--- config.mk ---
export PLATFORM = sky130hd
export DESIGN_NAME = swap_rsp_remap
export DESIGN_NICKNAME = d
export VERILOG_FILES = /design/src/rtl/swap_pkg.sv /design/src/rtl/swap_out_cnt.sv /design/src/rtl/swap_rsp_remap.sv
export SDC_FILE = /design/constraint.sdc
export NUM_CORES = 1
export LEC_CHECK = 0
export BUFFER_PORTS_ARGS = -buffer_cell sky130_fd_sc_hd__buf_4
export CAP_MARGIN = 20
export CORE_MARGIN = 2
export CORE_UTILIZATION = 30
export CTS_CLUSTER_DIAMETER = 80
export DETAILED_ROUTE_END_ITERATION = 16
export HOLD_SLACK_MARGIN = 0.02
export PLACE_DENSITY = 0.64
export RECOVER_POWER = 25
export SKIP_CTS_REPAIR_TIMING = 1
export SLEW_MARGIN = 30
export SYNTH_ARGS = -nofsm -noshare
export SYNTH_HDL_FRONTEND = slang
export SYNTH_SLANG_ARGS = --single-unit
export TNS_END_PERCENT = 30
--- constraint.sdc ---
create_clock -name clk -period 6.3 [get_ports clk]
set_clock_uncertainty 0.05 [all_clocks]
set_input_delay 0.63 -clock clk [delete_from_list [all_inputs] [get_ports clk]]
set_output_delay 0.63 -clock clk [all_outputs]
set_load 0.01 [all_outputs]
--- src/rtl/swap_pkg.sv ---
// swap_pkg: shared types for the initiator swap response remapper.
//   swap_state_e : drain-control FSM states
//   swap_cfg_t   : one swap mapping (enable, source lane, target lane)
// SWAP_IDX_W is the lane index width the mapping struct is built with; it
// must match the LOG_N_INIT of the instantiating block.
package swap_pkg;

  localparam int unsigned SWAP_IDX_W = 3;

  typedef enum logic [0:0] {
    ST_IDLE  = 1'b0,
    ST_DRAIN = 1'b1
  } swap_state_e;

  typedef struct packed {
    logic                  select;
    logic [SWAP_IDX_W-1:0] source;
    logic [SWAP_IDX_W-1:0] target;
  } swap_cfg_t;

endpackage

--- src/rtl/swap_out_cnt.sv ---
// swap_out_cnt: saturating up/down counter of outstanding redirected
// transactions.
//   clk, rst_n : clock, asynchronous active-low reset
//   inc_i      : count one new transaction
//   dec_i      : retire one transaction
//   full_o     : counter at MAX_OUT
//   zero_o     : counter at 0
// Simultaneous inc/dec holds the value; the count never wraps.
module swap_out_cnt #(
  parameter int unsigned MAX_OUT = 15,
  parameter int unsigned CNT_W   = $clog2(MAX_OUT + 1)
) (
  input  logic clk,
  input  logic rst_n,
  input  logic inc_i,
  input  logic dec_i,
  output logic full_o,
  output logic zero_o
);

  logic [CNT_W-1:0] cnt_q, cnt_d;

  assign full_o = (cnt_q == CNT_W'(MAX_OUT));
  assign zero_o = (cnt_q == '0);

  always_comb begin
    cnt_d = cnt_q;
    if (inc_i && !dec_i && !full_o) begin
      cnt_d = cnt_q + 1'b1;
    end else if (dec_i && !inc_i && !zero_o) begin
      cnt_d = cnt_q - 1'b1;
    end
  end

  always_ff @(posedge clk or negedge rst_n) begin
    if (!rst_n) begin
      cnt_q <= '0;
    end else begin
      cnt_q <= cnt_d;
    end
  end

endmodule

--- src/rtl/swap_rsp_remap.sv ---
// swap_rsp_remap: response-path remapper for the initiator swap.
// Owns the active select/source/target mapping. A new mapping is accepted
// in ST_IDLE, held pending in ST_DRAIN (request side stalled) until every
// redirected transaction under the old mapping has returned, then applied.
// Responses pass through combinationally; those addressed to the target
// lane are steered back to the source lane while the swap is active.
// Ports:
//   cfg_valid_i/cfg_ready_o, cfg_select_i/source_i/target_i : mapping request
//   select_o/source_o/target_o : active mapping to the request side
//   req_hs_i, req_stall_o      : request handshake on target lane, stall
//   rsp_valid_i/ready_o/last_i/dest_i : response from slave side
//   rsp_valid_o/ready_i/dest_o        : response to initiator side
//   err_o                      : sticky protocol error
// Build option: define SWAP_RSP_ERR_CHECK_EN to build the err_o checker;
// otherwise err_o is tied low.
module swap_rsp_remap
  import swap_pkg::*;
#(
  parameter int unsigned N_INIT_PORT = 8,
  parameter int unsigned LOG_N_INIT  = $clog2(N_INIT_PORT),
  parameter int unsigned MAX_OUT     = 15
) (
  input  logic                  clk,
  input  logic                  rst_n,
  input  logic                  cfg_valid_i,
  output logic                  cfg_ready_o,
  input  logic                  cfg_select_i,
  input  logic [LOG_N_INIT-1:0] cfg_source_i,
  input  logic [LOG_N_INIT-1:0] cfg_target_i,
  output logic                  select_o,
  output logic [LOG_N_INIT-1:0] source_o,
  output logic [LOG_N_INIT-1:0] target_o,
  input  logic                  req_hs_i,
  output logic                  req_stall_o,
  input  logic                  rsp_valid_i,
  output logic                  rsp_ready_o,
  input  logic                  rsp_last_i,
  input  logic [LOG_N_INIT-1:0] rsp_dest_i,
  output logic                  rsp_valid_o,
  input  logic                  rsp_ready_i,
  output logic [LOG_N_INIT-1:0] rsp_dest_o,
  output logic                  err_o
);

  localparam int unsigned CNT_W = $clog2(MAX_OUT + 1);

  swap_state_e state_q, state_d;
  swap_cfg_t   map_q, map_d;
  swap_cfg_t   pend_q, pend_d;

  logic cnt_inc, cnt_dec, cnt_full, cnt_zero;
  logic rsp_to_target;

  assign select_o = map_q.select;
  assign source_o = map_q.source;
  assign target_o = map_q.target;

  assign rsp_to_target = map_q.select && (rsp_dest_i == map_q.target);

  assign rsp_valid_o = rsp_valid_i;
  assign rsp_ready_o = rsp_ready_i;
  assign rsp_dest_o  = rsp_to_target ? map_q.source : rsp_dest_i;

  assign cnt_inc = req_hs_i && map_q.select;
  assign cnt_dec = rsp_valid_i && rsp_ready_i && rsp_last_i && rsp_to_target;

  swap_out_cnt #(
    .MAX_OUT (MAX_OUT),
    .CNT_W   (CNT_W)
  ) u_out_cnt (
    .clk    (clk),
    .rst_n  (rst_n),
    .inc_i  (cnt_inc),
    .dec_i  (cnt_dec),
    .full_o (cnt_full),
    .zero_o (cnt_zero)
  );

  assign cfg_ready_o = (state_q == ST_IDLE);
  assign req_stall_o = (state_q == ST_DRAIN) || cnt_full;

  // Even a disabling or unchanged mapping goes through ST_DRAIN so the
  // request side never sees a mapping change with traffic outstanding.
  always_comb begin
    state_d = state_q;
    map_d   = map_q;
    pend_d  = pend_q;
    case (state_q)
      ST_IDLE: begin
        if (cfg_valid_i) begin
          pend_d  = '{select: cfg_select_i, source: cfg_source_i, target: cfg_target_i};
          state_d = ST_DRAIN;
        end
      end
      ST_DRAIN: begin
        if (cnt_zero) begin
          map_d   = pend_q;
          state_d = ST_IDLE;
        end
      end
      default: state_d = ST_IDLE;
    endcase
  end

  always_ff @(posedge clk or negedge rst_n) begin
    if (!rst_n) begin
      state_q <= ST_IDLE;
      map_q   <= '0;
      pend_q  <= '0;
    end else begin
      state_q <= state_d;
      map_q   <= map_d;
      pend_q  <= pend_d;
    end
  end

`ifdef SWAP_RSP_ERR_CHECK_EN
  logic err_q, err_d;

  always_comb begin
    err_d = err_q
          | (req_hs_i && req_stall_o)
          | (cnt_dec && cnt_zero)
          | (rsp_valid_i && map_q.select && (rsp_dest_i == map_q.source));
  end

  always_ff @(posedge clk or negedge rst_n) begin
    if (!rst_n) begin
      err_q <= 1'b0;
    end else begin
      err_q <= err_d;
    end
  end

  assign err_o = err_q;
`else
  assign err_o = 1'b0;
`endif

endmodule

Yosys cells after proc, flatten, opt, wreduce, memory -nomap -nowiden
Index checks and enable logic that the tools add are counted.

operators by class
  $add $sub $neg = 2
  eq/ne operators = 2
  mux-type cells = 6
  bitwise operators = 1
  reductions and logical operators = 18

operators by type and width
  cell                   count
  $logic_and A1 B1 Y1    9
  $mux W4                2
  $add A4 B1 Y4 const B  1
  $eq A4 B4 Y1 const B   1
  $logic_not A1 Y1       4
  $logic_not A4 Y1       1
  $reduce_and A2 Y1      2
  $sub A4 B1 Y4 const B  1
  $eq A3 B3 Y1           1
  $mux W3                1
  $mux W1                2
  $pmux W1 S2            1
  $reduce_bool A2 Y1     1
  $logic_or A1 B1 Y1     1
  $not A1 Y1             1

storage, ports and cells
  bits in registers = 19
  input port bits = 17

Longest topological paths before layout
  depth after elaboration = 7
  mapped depth = 8
  gate-level depth less buffers = 8

Cells and area by module
From an unflattened synthesis, not the netlist that was laid out.

unflattened totals
  cells, all modules = 69
  area total of the unflattened synthesis = 940.9 um2

by module, submodules not included
  module          instances  cells each  area an instance (um2)
  swap_rsp_remap  1          49          673.1
  swap_out_cnt    1          20          267.8

Least setup slack after synthesis
OpenSTA, ideal clock, no wires.

  path type = input-to-reg
  start point = in rsp_dest_i[0]
  end point = reg u_out_cnt.cnt_q[3]
  setup time = 79 ps
  arrival = 2147 ps
  path slack = 4024 ps
  cell stages on the path = 8
  cells stage by stage = xnor2_2 nand4_4 o21ai_2 ha_1 a21o_1 a21oi_1 mux2i_1 xor2_1

on the way
  longest elaborated chain between the ends = 7

RTL lines
  element                                        line                  RTL
  start: declaration                             swap_rsp_remap.sv:38  input logic [LOG_N_INIT-1:0] rsp_dest_i,
  $eq A3 B3 Y1 (*)                               swap_rsp_remap.sv:58  assign rsp_to_target = map_q.select && (rsp_dest_i == map_q.target);
  $logic_and A1 B1 Y1 (*)                        swap_rsp_remap.sv:58
  $logic_and A1 B1 Y1 (*)                        swap_rsp_remap.sv:65  assign cnt_dec = rsp_valid_i && rsp_ready_i && rsp_last_i && rsp_to_target;
  $logic_not A1 Y1                               swap_out_cnt.sv:28    if (inc_i && !dec_i && !full_o) begin
  $logic_and A1 B1 Y1 (2 in a row)               swap_out_cnt.sv:28
  $mux W4 or $reduce_bool A2 Y1 (tied branches)  n/a
  end signal: assignment                         swap_out_cnt.sv:39    cnt_q <= cnt_d;
  end: declaration                               swap_out_cnt.sv:21    logic [CNT_W-1:0] cnt_q, cnt_d;

Every way passes the cells marked *; elsewhere a longest branch is shown, timed or not.
A chain may end at the register's enable or synchronous reset.

Worst setup path after layout
  start point = reg map_q, in the netlist target_o[0]
  end point = reg u_out_cnt.cnt_q[3]

on the way
  longest elaborated chain between the ends = 7

RTL lines
  element                                        line                   RTL
  start: declaration                             swap_rsp_remap.sv:48   swap_cfg_t map_q, map_d;
  start signal: assignment                       swap_rsp_remap.sv:112  map_q <= map_d;
  $eq A3 B3 Y1 (*)                               swap_rsp_remap.sv:58
  $logic_and A1 B1 Y1 (*)                        swap_rsp_remap.sv:58
  $logic_and A1 B1 Y1 (*)                        swap_rsp_remap.sv:65
  $logic_not A1 Y1                               swap_out_cnt.sv:28
  $logic_and A1 B1 Y1 (2 in a row)               swap_out_cnt.sv:28
  $mux W4 or $reduce_bool A2 Y1 (tied branches)  n/a

Marked as above.

==> results by stage <==
Routing:
- After detailed routing, the number of remaining DRC violations is 0.
- The first detailed-routing pass ran for 4 iterations.
- The routed design has roughly 1800 µm of wire.
- The number of routed nets with antenna violations is 0.
- In the final routed layout, each cell accounts on average for ~12 µm.
- The detailed router finished its first iteration with 7 violations.
- The via-per-instance ratio is roughly 4.5.
- The routed layout has ~630 vias.

Synthesis:
- In this run, distinct cell masters in the synthesized netlist total 25.
- Sequential elements use approximately half of the synthesized area.
- The synthesized instance count is 68.
- The cell area that synthesis handed to floorplanning was roughly 960 µm².
- After synthesis, the mean cell area works out to around 14 µm².
- The number of nets in the synthesized netlist is 88.
- The number of flip-flops and latches in the synthesized netlist is 19.
- The total of warnings raised by yosys is 0.

Place:
- During placement, the flow inserted port buffers numbering 30.
- The final estimated routing congestion in global placement is 0.859.
- The detailed placer's ending HPWL is between 1000 and 1500 µm.
- The cell area after placement is 0.00121 mm².
- At the placement stage, the worst setup path has a slack of 3.74 ns.

Global route:
- The number of antenna violations at the first check in global routing is 0.
- The number of global-route vias before repair is between 600 and 700.
- The overall global routing resource usage is 11.8%.
- For this run the aggregate overflow at the end of global routing stands at 0.
- Entering global routing, the biggest net connects 20 pins.
- The first global-routing pass estimated roughly 3200 µm of wire.

Final layout:
- From synthesis to final layout, the design area changed by 28.9%.
- In the final layout, the multi-input gates occupy 454 µm².
- The post-route netlist has around three fifths of its cells at a drive strength greater than 1.
- The design area is between 0.001 and 0.0015 mm².
- The filler cells instantiated in the layout total approximately 320.
- The repair_antennas step left the layout with diodes totalling 0.
- Across the whole layout, storage elements account for approximately 480 µm².
- At the end of the flow, the number of nets in the layout was roughly 120.

Timing:
- The final hold violation count came to 0.
- The count of final setup violators is 0.
- The worst hold slack after final layout is between 0.4 and 0.5 ns.
- The max-slew violation total from the final report is 0.
- Derived from the worst setup path, the maximum achievable clock frequency is about 0.44 GHz.
- The shortest clock period the worst path allows after layout is about 2.3 ns.
- The total negative slack for setup checks is 0 ns.
- The fraction of the cycle the final worst path needs is a little over a third.
- For the pin with the worst max-slew slack, the measured transition is 1.01 ns.
- Setup repair after global routing left no endpoint under its margin.
- Measured against its own limit, the worst slew margin works out to 32.4%.
- Setup slack on the critical path of the routed design comes to 4.04 ns.

Worst setup path:
- The worst setup path is captured at a flip-flop.
- The arrival time reported for the critical path endpoint is between 2 and 2.5 ns.
- STA classifies the critical path startpoint as a flip-flop.
- The worst endpoint required time is ~6.5 ns.
- The worst setup path is of the reg2reg kind.
- In this run the worst path has a maximum fanout of 5.
- The worst reg2reg path depth is 8.
- The worst register-to-register path begins at target_o[0].
- The destination of the worst register-to-register timing path is u_out_cnt.cnt_q[3].
- The worst register-to-register path has a setup slack of between 4 and 5 ns.

Pwr:
- Registers are responsible for ~44% of the overall power.
- The analysis attributes to net switching a power of 0.203 mW.
- The cell area power density is 457 mW/mm².
- The internal cell power is about 0.36 mW.
- The cell leakage power is between 0.5 and 0.6 nW.
- The relative contribution of combinational cells to total power is between 40% and 50%.
- Net switching is 35.9% of the power.
- The peak supply drop is ~190 µV.
- Overall power consumption after layout is estimated at about 0.57 mW.
- The clock share of power is between 10% and 20%.

Status:
- The run finished with clean final reports.

Floorplan:
- The die covers 0.00367 mm².
- The placeable core area is a little over 0.003 mm².
- The count of pins on the block boundary is 32.
- Row generation in the floorplan step produced 20 rows.
- The die is about 61 µm tall.
- Measured along the x axis, the die boundary spans slightly above 60 µm.
- For this configuration, the core starts out at a cell density of between 30% and 40%.

Clock network:
- Clock tree synthesis found a total of 19 sinks.
- For the worst-skew pair, the clock arrives at the later sink with an insertion delay of approximately 0.3 ns.
- Counting the buffers created by CTS gives 3.
- The clock passes through at most 2 buffers.
- CTS built an H-tree with a depth of 1.
- The clock transition at the register clock pins on the worst setup and hold paths after CTS is 0.11 ns.
- TritonCTS built the clock tree.
- CTS placed an instance of sky130_fd_sc_hd__clkbuf_4 at the clock tree root.

Worst hold path:
- The classification of the worst-slack hold path is in2async.

Run:
- Max-cap violations in this run came to 0.
registers in the layout, indices dropped and copies added (netlist names):
name and flops:
target_o 3, u_out_cnt.cnt_q 4, source_o 3, pend_q 7, select_o 1, state_q 1
routing by layer:
| layer | vias up | part of all wire [%] | GRT usage [%] |
|---|---|---|---|
| met4 | 0 | 1.2 | 5.59 |
| met1 | 299 | 44 | 15.5 |
| met5 | - | 0 | 0 |
| met2 | 33 | 46 | 18.4 |
| met3 | 4 | 8.6 | 2.56 |
| li1 | 298 | - | - |
placed cells by master, fill, tap and decap left out:
cell	Yosys	routed
sky130_fd_sc_hd__nor2b_1	1	1
sky130_fd_sc_hd__ha_1	2	2
sky130_fd_sc_hd__nand4_1	1	1
sky130_fd_sc_hd__mux2_2	17	17
sky130_fd_sc_hd__fa_1	1	1
sky130_fd_sc_hd__mux2_1	2	2
sky130_fd_sc_hd__nand2_2	1	1
sky130_fd_sc_hd__nand2_1	2	2
sky130_fd_sc_hd__o21a_1	1	1
sky130_fd_sc_hd__nand4_4	1	1
sky130_fd_sc_hd__dfrtp_1	19	19
sky130_fd_sc_hd__a2111o_1	1	1
sky130_fd_sc_hd__and3_2	1	1
sky130_fd_sc_hd__inv_1	1	1
sky130_fd_sc_hd__clkbuf_1	1	1
sky130_fd_sc_hd__clkbuf_4	0	3
sky130_fd_sc_hd__nand3_1	1	1
sky130_fd_sc_hd__clkinv_2	0	1
sky130_fd_sc_hd__conb_1	1	1
sky130_fd_sc_hd__mux2i_1	1	1
sky130_fd_sc_hd__xnor2_2	3	3
sky130_fd_sc_hd__xor2_1	3	3
sky130_fd_sc_hd__a21oi_1	1	1
sky130_fd_sc_hd__nor4_1	1	1
sky130_fd_sc_hd__o21ai_2	1	1
sky130_fd_sc_hd__buf_4	3	29
sky130_fd_sc_hd__a21o_1	1	1
cell families (layout without fill, tap and decap cells):
group           count (synthesis)  in the layout  synth area share, %
other cells                     1              1                0.391
mux                            20             20                 23.3
compound gates                  5              5                 4.17
buf+inv                         5             35                 3.13
fa+ha+maj                       3              3                 4.69
flops                          19             19                 49.5
simple gates                    9              9                 6.91
xor+xnor                        6              6                 7.82
area by class of cell:
class,count,area share (%)
tap,44,4.45
multi-input combinational,44,36.7
clock inverter,1,0.404
timing repair buffer,30,17.9
sequential,19,38.4
clock buffer,3,1.82
inverter,1,0.303
stage by stage:
step           instances  util (%)
5_1_grt              142      40.5
4_1_cts              142      40.7
3_5_place_dp         138      39.8
2_1_floorplan         68         -
3_3_place_gp         138      39.8
6_report             142      40.5
worst max-delay path by stage:
| stage | from | to | slack (ns) | depth (start not counted) |
|---|---|---|---|---|
| floorplan | rsp_dest_i[0] | u_out_cnt.cnt_q[3] | 4.02 | 8 |
| global placement | rsp_dest_i[0] | u_out_cnt.cnt_q[3] | 3.83 | 9 |
| detailed placement | rsp_dest_i[0] | u_out_cnt.cnt_q[3] | 3.74 | 9 |
| CTS | target_o[0] | u_out_cnt.cnt_q[3] | 4.02 | 8 |
| global route | target_o[2] | u_out_cnt.cnt_q[3] | 3.90 | 8 |
| finish | target_o[0] | u_out_cnt.cnt_q[3] | 4.04 | 8 |
cells in the mapped netlist (all sizes together):
library cell | count | share of area [%]
dfrtp | 19 | 50
mux2 | 19 | 22
buf | 3 | 2.3
nand2 | 3 | 1.4
xnor2 | 3 | 5.1
xor2 | 3 | 2.7
ha | 2 | 2.6
nand4 | 2 | 2.9
a2111o | 1 | 1.2
a21o | 1 | 0.78
a21oi | 1 | 0.52
and3 | 1 | 0.78
clkbuf | 1 | 0.39
conb | 1 | 0.39
fa | 1 | 2.1
inv | 1 | 0.39
mux2i | 1 | 1.0
nand3 | 1 | 0.52
nor2b | 1 | 0.65
nor4 | 1 | 0.65
o21a | 1 | 0.78
o21ai | 1 | 0.91
power by group through the flow:
| stage | combinational, mW | sequential (mW) | clock, mW |
|---|---|---|---|
| after floorplan | 0.167 | 0.245 | 0 |
| after global placement | 0.253 | 0.248 | 0 |
| after detailed placement | 0.261 | 0.250 | 0 |
| after CTS | 0.261 | 0.248 | 0.0643 |
| after global routing | 0.285 | 0.258 | 0.0698 |
| final | 0.257 | 0.246 | 0.0616 |
critical path, stage by stage, from the launching register on:
cell and delay (ns):
sky130_fd_sc_hd__dfrtp_1 0.44, sky130_fd_sc_hd__xnor2_2 0.22, sky130_fd_sc_hd__nand4_4 0.16, sky130_fd_sc_hd__o21ai_2 0.30, sky130_fd_sc_hd__ha_1 0.29, sky130_fd_sc_hd__a21o_1 0.18, sky130_fd_sc_hd__a21oi_1 0.17, sky130_fd_sc_hd__mux2i_1 0.24
sky130_fd_sc_hd__xor2_1 0.15
(Power assumes the default switching activity.)
